==> src/rtl/pit_timer_array.sv <==
// pit_timer_array: NUM_CH independent CNT_W-bit down-counting interval timers
// behind one synchronous register port. Each channel has CTRL, RELOAD/COUNT,
// STATUS and LATCH registers. It also has a registered output and a sticky
// interrupt flag.
module pit_timer_array #(
    parameter int NUM_CH = 4,
    parameter int CNT_W  = 16,
    parameter int ADDR_W = $clog2(NUM_CH) + 2
) (
    input  logic              clk,
    input  logic              rst_n,
    input  logic              wr_en,
    input  logic              rd_en,
    input  logic [ADDR_W-1:0] addr,
    input  logic [CNT_W-1:0]  wr_data,
    output logic [CNT_W-1:0]  rd_data,
    output logic              rd_valid,
    input  logic [NUM_CH-1:0] tick,
    input  logic [NUM_CH-1:0] gate,
    output logic [NUM_CH-1:0] out,
    output logic              irq
);

    localparam logic [1:0]       SEL_CTRL   = 2'd0;
    localparam logic [1:0]       SEL_COUNT  = 2'd1;
    localparam logic [1:0]       SEL_STATUS = 2'd2;
    localparam logic [1:0]       SEL_LATCH  = 2'd3;
    localparam logic [CNT_W-1:0] CNT_ZERO   = '0;
    localparam logic [CNT_W-1:0] CNT_ONE    = {{(CNT_W-1){1'b0}}, 1'b1};
    localparam logic [CNT_W:0]   N_ONE      = {{CNT_W{1'b0}}, 1'b1};
    localparam logic [CNT_W:0]   N_TWO      = {{(CNT_W-1){1'b0}}, 2'b10};

    logic [1:0]        sel;
    logic [ADDR_W-1:0] ch_addr;

    assign sel     = addr[1:0];
    assign ch_addr = addr >> 2;

    // Per-channel values exported to the shared read mux and irq OR
    logic [NUM_CH-1:0][CNT_W-1:0] count_rd_ch;
    logic [NUM_CH-1:0][3:0]       ctrl_ch;
    logic [NUM_CH-1:0][2:0]       status_ch;
    logic [NUM_CH-1:0]            out_ch;
    logic [NUM_CH-1:0]            pend_d_ch;

    for (genvar c = 0; c < NUM_CH; c++) begin : g_ch
        logic [CNT_W-1:0] count_q, count_d;
        logic [CNT_W-1:0] reload_q, reload_d;
        logic [CNT_W-1:0] latch_q, latch_d;
        logic [2:0]       mode_q, mode_d;
        logic             irq_en_q, irq_en_d;
        logic             null_q, null_d;
        logic             held_q, held_d;
        logic             trig_q, trig_d;
        logic             out_q, out_d;
        logic             pend_q, pend_d;
        logic             gate_prev_q, gate_prev_d;

        logic             hit, wr_ctrl, wr_reload, wr_status, wr_latch, rd_count;
        logic             gate_rise, tick_eff;
        logic [1:0]       mode_eff;
        logic [CNT_W-1:0] count_dec;
        logic [CNT_W:0]   n_eff;
        logic [CNT_W-1:0] n_hi, n_lo;

        // Counting, gate handling and register side effects for one channel
        always_comb begin
            count_d     = count_q;
            reload_d    = reload_q;
            latch_d     = latch_q;
            mode_d      = mode_q;
            irq_en_d    = irq_en_q;
            null_d      = null_q;
            held_d      = held_q;
            trig_d      = trig_q;
            out_d       = out_q;
            pend_d      = pend_q;
            gate_prev_d = gate[c];

            hit       = (ch_addr == ADDR_W'(c));
            wr_ctrl   = wr_en && hit && (sel == SEL_CTRL);
            wr_reload = wr_en && hit && (sel == SEL_COUNT);
            wr_status = wr_en && hit && (sel == SEL_STATUS);
            wr_latch  = wr_en && hit && (sel == SEL_LATCH);
            rd_count  = rd_en && hit && (sel == SEL_COUNT);

            gate_rise = gate[c] && !gate_prev_q;
            // A CTRL or RELOAD write on the same edge swallows the tick
            tick_eff  = tick[c] && !(wr_ctrl || wr_reload);
            mode_eff  = mode_q[2] ? 2'd0 : mode_q[1:0];
            count_dec = count_q - CNT_ONE;

            // Square-wave half periods; reload 0 is 2^CNT_W, and 1 acts as 2
            n_eff = (reload_q == CNT_ZERO) ? {1'b1, CNT_ZERO} : {1'b0, reload_q};
            if (n_eff == N_ONE) begin
                n_eff = N_TWO;
            end
            n_hi = CNT_W'((n_eff + N_ONE) >> 1);
            n_lo = CNT_W'(n_eff >> 1);

            if ((mode_eff != 2'd0) && gate_rise) begin
                trig_d = 1'b1;
            end
            if (mode_eff[1] && !gate[c]) begin
                out_d = 1'b1;
            end

            if (tick_eff) begin
                unique case (mode_eff)
                    2'd0: begin
                        if (null_q) begin
                            count_d = reload_q;
                            null_d  = 1'b0;
                        end else if (gate[c]) begin
                            count_d = count_dec;
                            if (count_dec == CNT_ZERO) begin
                                out_d = 1'b1;
                            end
                        end
                    end
                    2'd1: begin
                        if (trig_d) begin
                            count_d = reload_q;
                            null_d  = 1'b0;
                            trig_d  = 1'b0;
                            out_d   = 1'b0;
                        end else if (!null_q) begin
                            count_d = count_dec;
                            if (count_dec == CNT_ZERO) begin
                                out_d = 1'b1;
                            end
                        end
                    end
                    2'd2: begin
                        if (gate[c]) begin
                            if (trig_d || null_q) begin
                                count_d = reload_q;
                                null_d  = 1'b0;
                                trig_d  = 1'b0;
                                out_d   = 1'b1;
                            end else if (count_q == CNT_ONE) begin
                                count_d = reload_q;
                                out_d   = 1'b1;
                            end else begin
                                count_d = count_dec;
                                out_d   = (count_dec != CNT_ONE);
                            end
                        end
                    end
                    default: begin
                        if (gate[c]) begin
                            if (trig_d || null_q) begin
                                count_d = n_hi;
                                null_d  = 1'b0;
                                trig_d  = 1'b0;
                                out_d   = 1'b1;
                            end else if (count_q == CNT_ONE) begin
                                if (out_q) begin
                                    count_d = n_lo;
                                    out_d   = 1'b0;
                                end else begin
                                    count_d = n_hi;
                                    out_d   = 1'b1;
                                end
                            end else begin
                                count_d = count_dec;
                            end
                        end
                    end
                endcase
            end

            // Latch is released by a COUNT read; a held latch ignores LATCH writes
            if (rd_count && held_q) begin
                held_d = 1'b0;
            end
            if (wr_latch && !held_q) begin
                latch_d = count_q;
                held_d  = 1'b1;
            end
            if (wr_reload) begin
                reload_d = wr_data;
                null_d   = 1'b1;
            end
            if (wr_ctrl) begin
                mode_d   = wr_data[2:0];
                irq_en_d = wr_data[3];
                null_d   = 1'b1;
                held_d   = 1'b0;
                trig_d   = 1'b0;
                out_d    = !(wr_data[2] || (wr_data[1:0] == 2'd0));
            end

            // Set beats clear when both land on the same edge
            if (wr_status && wr_data[0]) begin
                pend_d = 1'b0;
            end
            if (out_d && !out_q && irq_en_q) begin
                pend_d = 1'b1;
            end
        end

        // Channel state registers
        always_ff @(posedge clk or negedge rst_n) begin
            if (!rst_n) begin
                count_q     <= '0;
                reload_q    <= '0;
                latch_q     <= '0;
                mode_q      <= 3'd0;
                irq_en_q    <= 1'b0;
                null_q      <= 1'b1;
                held_q      <= 1'b0;
                trig_q      <= 1'b0;
                out_q       <= 1'b0;
                pend_q      <= 1'b0;
                gate_prev_q <= 1'b0;
            end else begin
                count_q     <= count_d;
                reload_q    <= reload_d;
                latch_q     <= latch_d;
                mode_q      <= mode_d;
                irq_en_q    <= irq_en_d;
                null_q      <= null_d;
                held_q      <= held_d;
                trig_q      <= trig_d;
                out_q       <= out_d;
                pend_q      <= pend_d;
                gate_prev_q <= gate_prev_d;
            end
        end

        assign count_rd_ch[c] = held_q ? latch_q : count_q;
        assign ctrl_ch[c]     = {irq_en_q, mode_q};
        assign status_ch[c]   = {out_q, null_q, pend_q};
        assign out_ch[c]      = out_q;
        assign pend_d_ch[c]   = pend_d;
    end

    logic [CNT_W-1:0] rd_data_q, rd_data_d;
    logic             rd_valid_q, rd_valid_d;
    logic             irq_q, irq_d;

    // Read mux works on pre-edge state, so same-cycle writes/ticks are not visible
    always_comb begin
        rd_data_d  = '0;
        rd_valid_d = rd_en;
        irq_d      = |pend_d_ch;
        if (rd_en) begin
            for (int i = 0; i < NUM_CH; i++) begin
                if (ch_addr == ADDR_W'(i)) begin
                    unique case (sel)
                        SEL_CTRL:   rd_data_d = CNT_W'(ctrl_ch[i]);
                        SEL_COUNT:  rd_data_d = count_rd_ch[i];
                        SEL_STATUS: rd_data_d = CNT_W'(status_ch[i]);
                        default:    rd_data_d = '0;
                    endcase
                end
            end
        end
    end

    // Read port and interrupt output registers
    always_ff @(posedge clk or negedge rst_n) begin
        if (!rst_n) begin
            rd_data_q  <= '0;
            rd_valid_q <= 1'b0;
            irq_q      <= 1'b0;
        end else begin
            rd_data_q  <= rd_data_d;
            rd_valid_q <= rd_valid_d;
            irq_q      <= irq_d;
        end
    end

    assign rd_data  = rd_data_q;
    assign rd_valid = rd_valid_q;
    assign irq      = irq_q;
    assign out      = out_ch;

endmodule
==> config.mk <==
export PLATFORM = sky130hd
export DESIGN_NAME = pit_timer_array
export DESIGN_NICKNAME = d
export VERILOG_FILES = /design/src/rtl/pit_timer_array.sv
export SDC_FILE = /design/constraint.sdc
export NUM_CORES = 1
export LEC_CHECK = 0
export CORE_ASPECT_RATIO = 1.25
export CORE_MARGIN = 2
export CORE_UTILIZATION = 49
export DETAILED_ROUTE_END_ITERATION = 8
export GPL_ROUTABILITY_DRIVEN = 0
export HOLD_SLACK_MARGIN = 0.08
export PLACE_DENSITY = 0.66
export SYNTH_ARGS = -nofsm -noshare
export SYNTH_HDL_FRONTEND = slang
export SYNTH_SLANG_ARGS = --single-unit
==> constraint.sdc <==
create_clock -name clk -period 4.6 [get_ports clk]
set_input_delay 1.38 -clock clk [delete_from_list [all_inputs] [get_ports clk]]
set_output_delay 1.38 -clock clk [all_outputs]
set_load 0.01 [all_outputs]
; Word level (Yosys, flattened, before mapping)
; Index checks and enable logic that the tools add are counted.
[totals]
elab_cells = 448
in_bits = 32
reg_bits = 250
output_inout_bits = 22
[op_classes]
n_mux = 209
add_sub_neg = 8
reduce_logical = 142
eq_ne = 42
[op_table]
columns = op, count
row1 = $mux W16, 53
row2 = $pmux W16 S3, 8
row3 = $mux W17, 8
row4 = $logic_not A16 Y1, 8
row5 = $mux W1, 124
row6 = $add A17 B1 Y17 const B, 4
row7 = $eq A17 B1 Y1 const B, 4
row8 = $eq A16 B1 Y1 const B, 4
row9 = $logic_and A1 B1 Y1, 64
row10 = $ne A16 B1 Y1 const B, 4
row11 = $sub A16 B1 Y16 const B, 4
row12 = $reduce_bool A5 Y1, 8
row13 = $reduce_bool A3 Y1, 12
row14 = $ne A3 B3 Y1 const B, 8
row15 = $logic_not A1 Y1, 21
row16 = $reduce_and A5 Y1, 4
row17 = $eq A2 B2 Y1 const B, 8
row18 = $ne A4 B4 Y1 const B, 4
row19 = $pmux W1 S2, 8
row20 = $reduce_and A4 Y1, 4
row21 = $eq A2 B1 Y1 const B, 6
row22 = $logic_not A2 Y1, 6
row23 = $pmux W1 S3, 4
row24 = $logic_or A1 B1 Y1, 9
row25 = other kinds (5), 14

; Longest topological paths before layout
; Gate-level depths: netlist of the first run.
[depth]
word_depth = 14
mapped_depth = 15
mapped_depth_nobuf = 14

; Worst setup path before layout of the first run
; No wires, ideal clock.
[synth_path]
path_type = input to register
start = in addr[3]
end = reg irq_q, in the netlist irq
path_buffers = 3
path_slack_ns = 1.132
setup_ns = 0.072
t_required_ns = 4.528
cell_stages = 11
arrival_ns = 3.396
cell_sequence = clkbuf_1 or2_2 clkbuf_1 or3_1 clkbuf_1 nor2_1 or3b_2 a311o_1 o211ai_1 a211oi_1 nand4b_1
[synth_via]
elab_chain_len = 12
elab_cells_between_ends = 61
cone_classes = eq/ne (3) / mux (16) / reduce/logical (42)
[synth_lines]
columns = item, line
row1 = from (decl), 14  ; input logic [ADDR_W-1:0] addr,
row2 = $logic_not A4 Y1 *, 80  ; hit = (ch_addr == ADDR_W'(c));
row3 = $logic_and A1 B1 Y1 *, "81, 82, 83"
row4 = "$logic_and A1 B1 Y1, on equally long branches", "81, 82"
row5 = $logic_or A1 B1 Y1, 89  ; tick_eff = tick[c] && !(wr_ctrl || wr_reload);
row6 = $logic_not A1 Y1, 89
row7 = $logic_and A1 B1 Y1, 89
row8 = $mux W1, 108  ; if (tick_eff) begin
row9 = $mux W1, 185  ; if (wr_ctrl) begin
row10 = $logic_and A1 B1 Y1 (2 in series), 198  ; if (out_d && !out_q && irq_en_q) begin
row11 = $mux W1 *, 198
row12 = named net g_ch[0].pend_d, 56  ; logic pend_q, pend_d;
row13 = $reduce_or A4 Y1 *, 247  ; irq_d = |pend_d_ch;
row14 = named net irq_d, 241  ; logic irq_q, irq_d;
row15 = to (signal assigned), 271  ; irq_q <= irq_d;
row16 = to (decl), 241
; The timed path passes the listed nets; every way through them passes the cells marked *.
; A chain may end at the register's enable or synchronous reset.

; Worst setup path in the final report of the first run
[layout_path]
start = in gate[2]
end = reg irq_q, in the netlist irq
[layout_via]
elab_chain_len = 13
elab_cells_between_ends = 24
cone_classes = mux (16) / reduce/logical (8)
[layout_lines]
columns = item, line
row1 = from (decl), 19  ; input logic [NUM_CH-1:0] gate,
row2 = $logic_not A1 Y1 or $logic_and A1 B1 Y1 (tied branches), "104, 87"
row3 = "$logic_and A1 B1 Y1, on equally long branches", "104, 101"
row4 = "$mux W1, on equally long branches", "104, 101"
row5 = $mux W1 (tied with other cells), 157  ; end else if (count_q == CNT_ONE) begin
row6 = "$mux W1, on equally long branches (2 in series)", -
row7 = $pmux W1 S3, 109  ; unique case (mode_eff)
row8 = $mux W1 *, 108
row9 = $mux W1 *, 185
row10 = named net g_ch[2].out_d, 55  ; logic out_q, out_d;
row11 = $logic_and A1 B1 Y1 * (2 in series), 198
row12 = $mux W1 *, 198
row13 = named net g_ch[2].pend_d, 56
row14 = $reduce_or A4 Y1 *, 247
row15 = named net irq_d, 241
; Marked as above.

==> results of run 1 <==
## worst max-delay path, stage by stage
cell and delay [ns]:
clkdlybuf4s50_1 0.57, nor2b_1 0.26, a211oi_2 0.35, a21boi_1 0.39, nand4_1 0.14, o21a_1 0.18
o32a_1 0.38, a31o_2 0.29, nand4b_1 0.16
## state kept, by name, summed over array words and instances (netlist names)
name,cells
g_ch.count_q,64
g_ch.gate_prev_q,4
g_ch.held_q,4
g_ch.irq_en_q,4
g_ch.latch_q,64
g_ch.mode_q,12
g_ch.null_q,4
g_ch.out_q,4
g_ch.pend_q,4
g_ch.reload_q,64
g_ch.trig_q,4
irq,1
rd_data,16
rd_valid,1
## synth_stat cells, types with 8 or more instances
cell | number | area, µm²
mux2i_1 | 52 | 521
ha_1 | 20 | 250
and3_1 | 19 | 119
o21a_1 | 14 | 105
and2_1 | 18 | 113
a21oi_1 | 85 | 425
a211oi_1 | 21 | 158
or3_1 | 17 | 106
nor2b_1 | 21 | 131
dfrtp_1 | 246 | 6160
o211ai_1 | 11 | 82.6
a21o_1 | 13 | 97.6
nand4b_1 | 8 | 70.1
o21ai_0 | 177 | 886
xor2_1 | 20 | 175
mux2_2 | 144 | 1620
xnor2_1 | 41 | 359
nor3b_1 | 15 | 113
or2_2 | 12 | 75.1
a31oi_1 | 8 | 50.1
o31ai_1 | 10 | 75.1
clkbuf_1 | 113 | 424
inv_1 | 38 | 143
buf_1 | 11 | 41.3
nor3_1 | 49 | 245
o21bai_1 | 9 | 67.6
nor4b_1 | 15 | 131
a221oi_1 | 40 | 350
nor4_1 | 35 | 219
nand3_1 | 35 | 175
nand2b_1 | 29 | 181
nand2_1 | 176 | 661
nor2_1 | 125 | 469
o22ai_1 | 33 | 206
nand4_1 | 24 | 150
## metal layers
layer	up-vias	global-route usage [%]	part of all wire (%)
li1	6790	-	-
met1	7099	39.3	42
met2	685	47.6	47
met3	112	4.41	7.6
met4	0	9.81	3.8
met5	-	0	0
## how the worst max path moves through the flow
stage               startpoint  depth (start not counted)   to  slack (ns)
detailed placement     gate[2]                          9  irq        0.43
CTS                    gate[2]                          9  irq        1.02
global route             wr_en                          8  irq        0.74
floorplan              addr[3]                         11  irq        1.13
global placement       gate[2]                          9  irq        0.50
finish                 gate[2]                          9  irq        0.91
## power by group through the flow
| stage | clock (mW) | combinational, mW | sequential [mW] |
|---|---|---|---|
| after CTS | 2.23 | 4.13 | 4.01 |
| after global routing | 2.31 | 4.63 | 4.16 |
| after floorplan | 0 | 3.49 | 3.31 |
| after detailed placement | 0 | 4.10 | 4.05 |
| after global placement | 0 | 4.06 | 4.02 |
| final | 2.19 | 4.20 | 4.04 |
## cells by family (layout without fill, tap and decap cells)
| family | Yosys count | after routing | share of synthesized area [%] |
|---|---|---|---|
| compound gates | 503 | 503 | 19.8 |
| xor+xnor | 61 | 61 | 3.23 |
| fa+ha+maj | 20 | 20 | 1.51 |
| buf+inv | 173 | 175 | 4.11 |
| flops | 250 | 250 | 37.9 |
| mux | 201 | 201 | 13.6 |
| other cells | 0 | 3 | 0 |
| simple gates | 631 | 631 | 19.8 |
## area by class of cell
cell class / instances / area [µm²]
clock inverter: 12 / 121
tap: 423 / 529
multi-input combinational: 1416 / 9630
antenna: 3 / 7.51
inverter: 38 / 143
timing repair buffer: 90 / 826
sequential: 250 / 6260
fill: 3018 / 15100
clock buffer: 35 / 756
==> reports/qor.yml, run 1 <==
drtAntennaViolNets: 0
cts_sinks: 250
netSwitchingFraction_pct: 43.1
ir_drop_uv: 281
drive_gt1_share_pct: 15.0
clockPowerShare_pct: 21.0
yosysSeqAreaShare_pct: 37.9
drv_cap: 0
rows: 75
status: "complete, no violations"
rsz0062_at_grt: "no"
min_period_over_period_pct: 80.2
die_y_um: 209
clockBufferDepth: 3
synth_cells: 1839
hold_path_startpoint: "g_ch[1].latch_q[1]"
wl_per_cell_um: 22.6
grt_util_all_layers_pct: 29.0
cp-start-kind: "primary input"
cts_resized: 0
instances_no_fill: 2267
cts_htree_levels: 1
hold_ws_ns: 0.482
clkTransAtPathRegs_ns: 0.06
ff2ff_setup_slack_ns: 1.06
area_growth_pct: 10.6
fin_skew_ns: 0.0123
dieArea_mm2: 0.0352
postCtsSetupRepairBufs: 0
intPower_mw: 5.93
netlist_area_mm2: 0.0165
synth-edff-count: 0
vias: 14700
first_iter_violations: 1533
nNetsFinal: 1874
r2r_start: "g_ch[2].count_q[0]"
grt_pass1_vias: 13900
cts_buffers: 26
fin_ws_ns: 0.913
hp-class: "reg -> reg"
cts_tree: "done"
p_leak_nw: 7.44
crit_fanout: 8
whs_path_depth: 2
drcViolationCount: 0
end_kind: "flip-flop"
start_util_pct: 49.5
r2r_cells: 10
root_buffer: "clkbuf_16"
yosysWarnings: 0
dp_hpwl_um: 37400
seqPwrFrac_pct: 38.8
vias_per_cell: 6.48
stdcell_area_mm2: 0.0183
finalSetupViolations: 0
hold_buffers: 0
slew-limit-headroom_pct: 28.5
slew_violations: 0
antenna_found_initial: 1
fmax_mhz: 271
finalSetupTns_ns: 0
tightest_slew_ns: 1.07
grt-ovfl-total: 0
final_cell_mix: "246 x dfrtp_1, 176 x nand2_1, 176 x o21ai_0"
final_util_pct: 54.7
io_pins: 54
placedCellCount: 2217
synth-async-reset-ratio_pct: 100
ys_seq_elements: 250
grt_start_max_net_pins: 108
powerDensity_mw_per_mm2: 571
grt_pass1_wl_um: 80800
syn_area_per_cell_um2: 8.98
placed_area_mm2: 0.0174
fp.coreArea_mm2: 0.0334
layout.cells.most_common: "dfrtp_1"
p_comb_share_pct: 40.3
wirelength_um: 51200
crit_type: "in -> reg"
synthFlopType: "dfrtp_1"
report.power.total_mw: 10.4
whs_endpoint: "g_ch[1].latch_q[1]"
port_buffers: 53
die_w_um: 168
clock_latency_ns: 0.56
hold_viol_final: 0
dr.pass1.iters: 8
post-place-ws_ns: 0.426
crit_required_ns: 5.03
cp.arrival_ns: 4.12
reg2reg_to: "irq"
switchingPower_mw: 4.50
ys_types: 85
fin_crit_ns: 3.69
synthesis.nets: 1891
No activity file was read; power rests on OpenSTA's default activity.
==> run 2, diff against run 1 <==
--- a/config.mk
+++ b/config.mk
@@ -11,7 +11,7 @@
 export DETAILED_ROUTE_END_ITERATION = 8
 export GPL_ROUTABILITY_DRIVEN = 0
 export HOLD_SLACK_MARGIN = 0.08
-export PLACE_DENSITY = 0.66
+export PLACE_DENSITY = 0.69
 export SYNTH_ARGS = -nofsm -noshare
 export SYNTH_HDL_FRONTEND = slang
 export SYNTH_SLANG_ARGS = --single-unit
==> constraint.sdc (replaced) <==
create_clock -name clk -period 3.2 [get_ports clk]
set_input_delay 0.96 -clock clk [delete_from_list [all_inputs] [get_ports clk]]
set_output_delay 0.96 -clock clk [all_outputs]
set_load 0.01 [all_outputs]
==> run 2 against run 1 <==
Design area is 7.7% higher. Register-to-register slack got worse by 0.94 ns. Sequential share of layout area down 2.4 points. Global-route usage rose by 1.1 points. Critical path type is now reg -> reg. Critical endpoint unchanged. Largest cell class unchanged. Largest power group unchanged.
==> reports/qor.yml, run 2 (synthesis gave the netlist of run 1 again) <==
hp-class: "in -> async"
port_buffers: 53  # unchanged
hold_buffers: 0  # unchanged
vias_per_cell: 6.35  # -2.0%
insertedDiodeCount: 0  # -3
cp_slowest_cell: "or3b_2"
die_y_um: 209  # unchanged
grt_util_all_layers_pct: 30.1  # +1.1 points
crit_required_ns: 3.62  # -1.41 ns
hold_viol_final: 0  # unchanged
die_w_um: 168  # unchanged
drive_gt1_share_pct: 22.6  # +7.6 points
slew-limit-headroom_pct: 40.0  # +11 points
grt_pass1_wl_um: 83700  # +3.6%
drv_cap: 0  # unchanged
fin_crit_ns: 3.08
clock_latency_ns: 0.56  # about the same
dp_hpwl_um: 39700  # +6.1%
cp.arrival_ns: 3.50  # -0.62 ns
stdcell_area_mm2: 0.0197  # +7.7%
antenna_found_initial: 0  # -1
nNetsFinal: 2037  # +8.7%
rows: 75  # unchanged
cts_tree: "done"
root_buffer: "clkbuf_16"
layout.cells.most_common: "dfrtp_1"
final_cell_mix: "246 x dfrtp_1, 189 x buf_4, 176 x nand2_1, 176 x o21ai_0, 144 x mux2_2"
min_period_over_period_pct: 96.4
vias: 15400  # +5.0%
placed_area_mm2: 0.0187  # +7.5%
fmax_mhz: 324
drtAntennaViolNets: 0  # unchanged
drcViolationCount: 0  # unchanged
crit_path_max_incr_delay_ns: 0.48  # -0.09 ns
cp-start-kind: "flip-flop"
tightest_slew_ns: 0.901  # -0.169 ns
status: "complete, no violations"
p_leak_nw: 8.25  # +11%
fill_cells: 2880  # -4.6%
finalSetupViolations: 0  # unchanged
end_kind: "flip-flop"
first_iter_violations: 1656  # +8.0%
reg_top3: "g_ch.count_q (64), g_ch.latch_q (64), g_ch.reload_q (64)"
grt_pass1_vias: 14800  # +7.1%
grt_start_max_net_pins: 67  # -38%
dieArea_mm2: 0.0352  # unchanged
ir_drop_uv: 448  # +59%
clockBufferDepth: 3  # unchanged
fp.coreArea_mm2: 0.0334  # unchanged
start_util_pct: 49.5  # unchanged
report.power.total_mw: 16.0  # +53%
crit_fanout: 5  # -3
crit_type: "reg -> reg"
crit_chain: "inv_1, ha_2, or3b_2, o32ai_1, o2bb2ai_1, o2111ai_1, o21a_1, o32a_1, a31o_2, nand4b_1"
powerDensity_mw_per_mm2: 812  # +42%
fin_skew_ns: 0.0109  # -0.00136 ns
finalSetupTns_ns: 0  # unchanged
rsz0062_at_grt: "no"
wl_per_cell_um: 21.8  # -3.4%
grt-ovfl-total: 0  # unchanged
area_growth_pct: 19.1
final_util_pct: 58.9  # +4.2 points
slew_violations: 0  # unchanged
hold_ws_ns: 0.354  # -0.127 ns
dr.pass1.iters: 6  # -2
cts_buffers: 27  # +3.8%
cts_sinks: 250  # unchanged
cts_htree_levels: 1  # unchanged
io_pins: 54  # unchanged
clkTransAtPathRegs_ns: 0.07  # about the same
wirelength_um: 53000  # +3.5%
-- run 2: cell count changes in the layout (fill, tap and decap cells not counted), sizes merged --
cell,previous run,this run
clkinv,6,4
diode,3,0
clkinvlp,3,6
buf,38,200
-- run 2: area by class of cell --
type | instances | area, µm² | area share (%)
Clock inverter | 13 | 134 | 0.680
Timing Repair Buffer | 252 | 2150 | 11.0
Sequential cell | 250 | 6260 | 31.8
Inverter | 38 | 143 | 0.725
Tap cell | 423 | 529 | 2.69
Clock buffer | 35 | 726 | 3.69
Multi-Input combinational cell | 1416 | 9730 | 49.4
-- run 2: per-stage QoR --
stage          worst slack, ns  cells
4_1_cts                 0.0110   2426
3_3_place_gp            -0.108   2378
3_5_place_dp            -0.166   2378
5_1_grt                0.00578   2427
6_report                 0.115   2427
2_1_floorplan            0.152   1839
-- run 2: critical path, delay by kind of cell, from the launching register on --
kind,cells,cell delay [ns]
buf+inv,1,0.09
compound gates,6,1.58
fa+ha+maj,1,0.24
flops,1,0.38
simple gates,2,0.66
-- run 2: where the power goes --
group	internal, mW	switching [mW]
Clock	1.76	1.32
Combinational	3.40	4.05
Sequential	4.09	1.36
-- run 2: repair_timing --
action,CTS,global route
setup buffers,0,1
gates resized for setup,0,19
endpoints found under the setup margin,0,8
-- run 2: worst paths after layout --
kind | from | endpoint | slack, ns | cells after the start
worst max register to register | g_ch[2].count_q[0] | irq | 0.12 | 10
max in group asynchronous | rst_n | g_ch[3].null_q | 2.09 | 2
worst max-delay path | g_ch[2].count_q[0] | irq | 0.12 | 10
worst min-delay path | rst_n | g_ch[3].reload_q[4] | 0.35 | 1
worst min register to register | g_ch[1].latch_q[1] | g_ch[1].latch_q[1] | 0.48 | 2
min in group clk | g_ch[1].latch_q[1] | g_ch[1].latch_q[1] | 0.48 | 2
-- run 2: layer usage --
metal | global-route usage, % | part of all wire (%) | vias up
met3 | 3.87 | 7.0 | 145
met4 | 14.7 | 5.7 | 0
met5 | 0 | 0 | -
met2 | 48.2 | 46 | 729
met1 | 40.5 | 42 | 7418
li1 | - | - | 7123
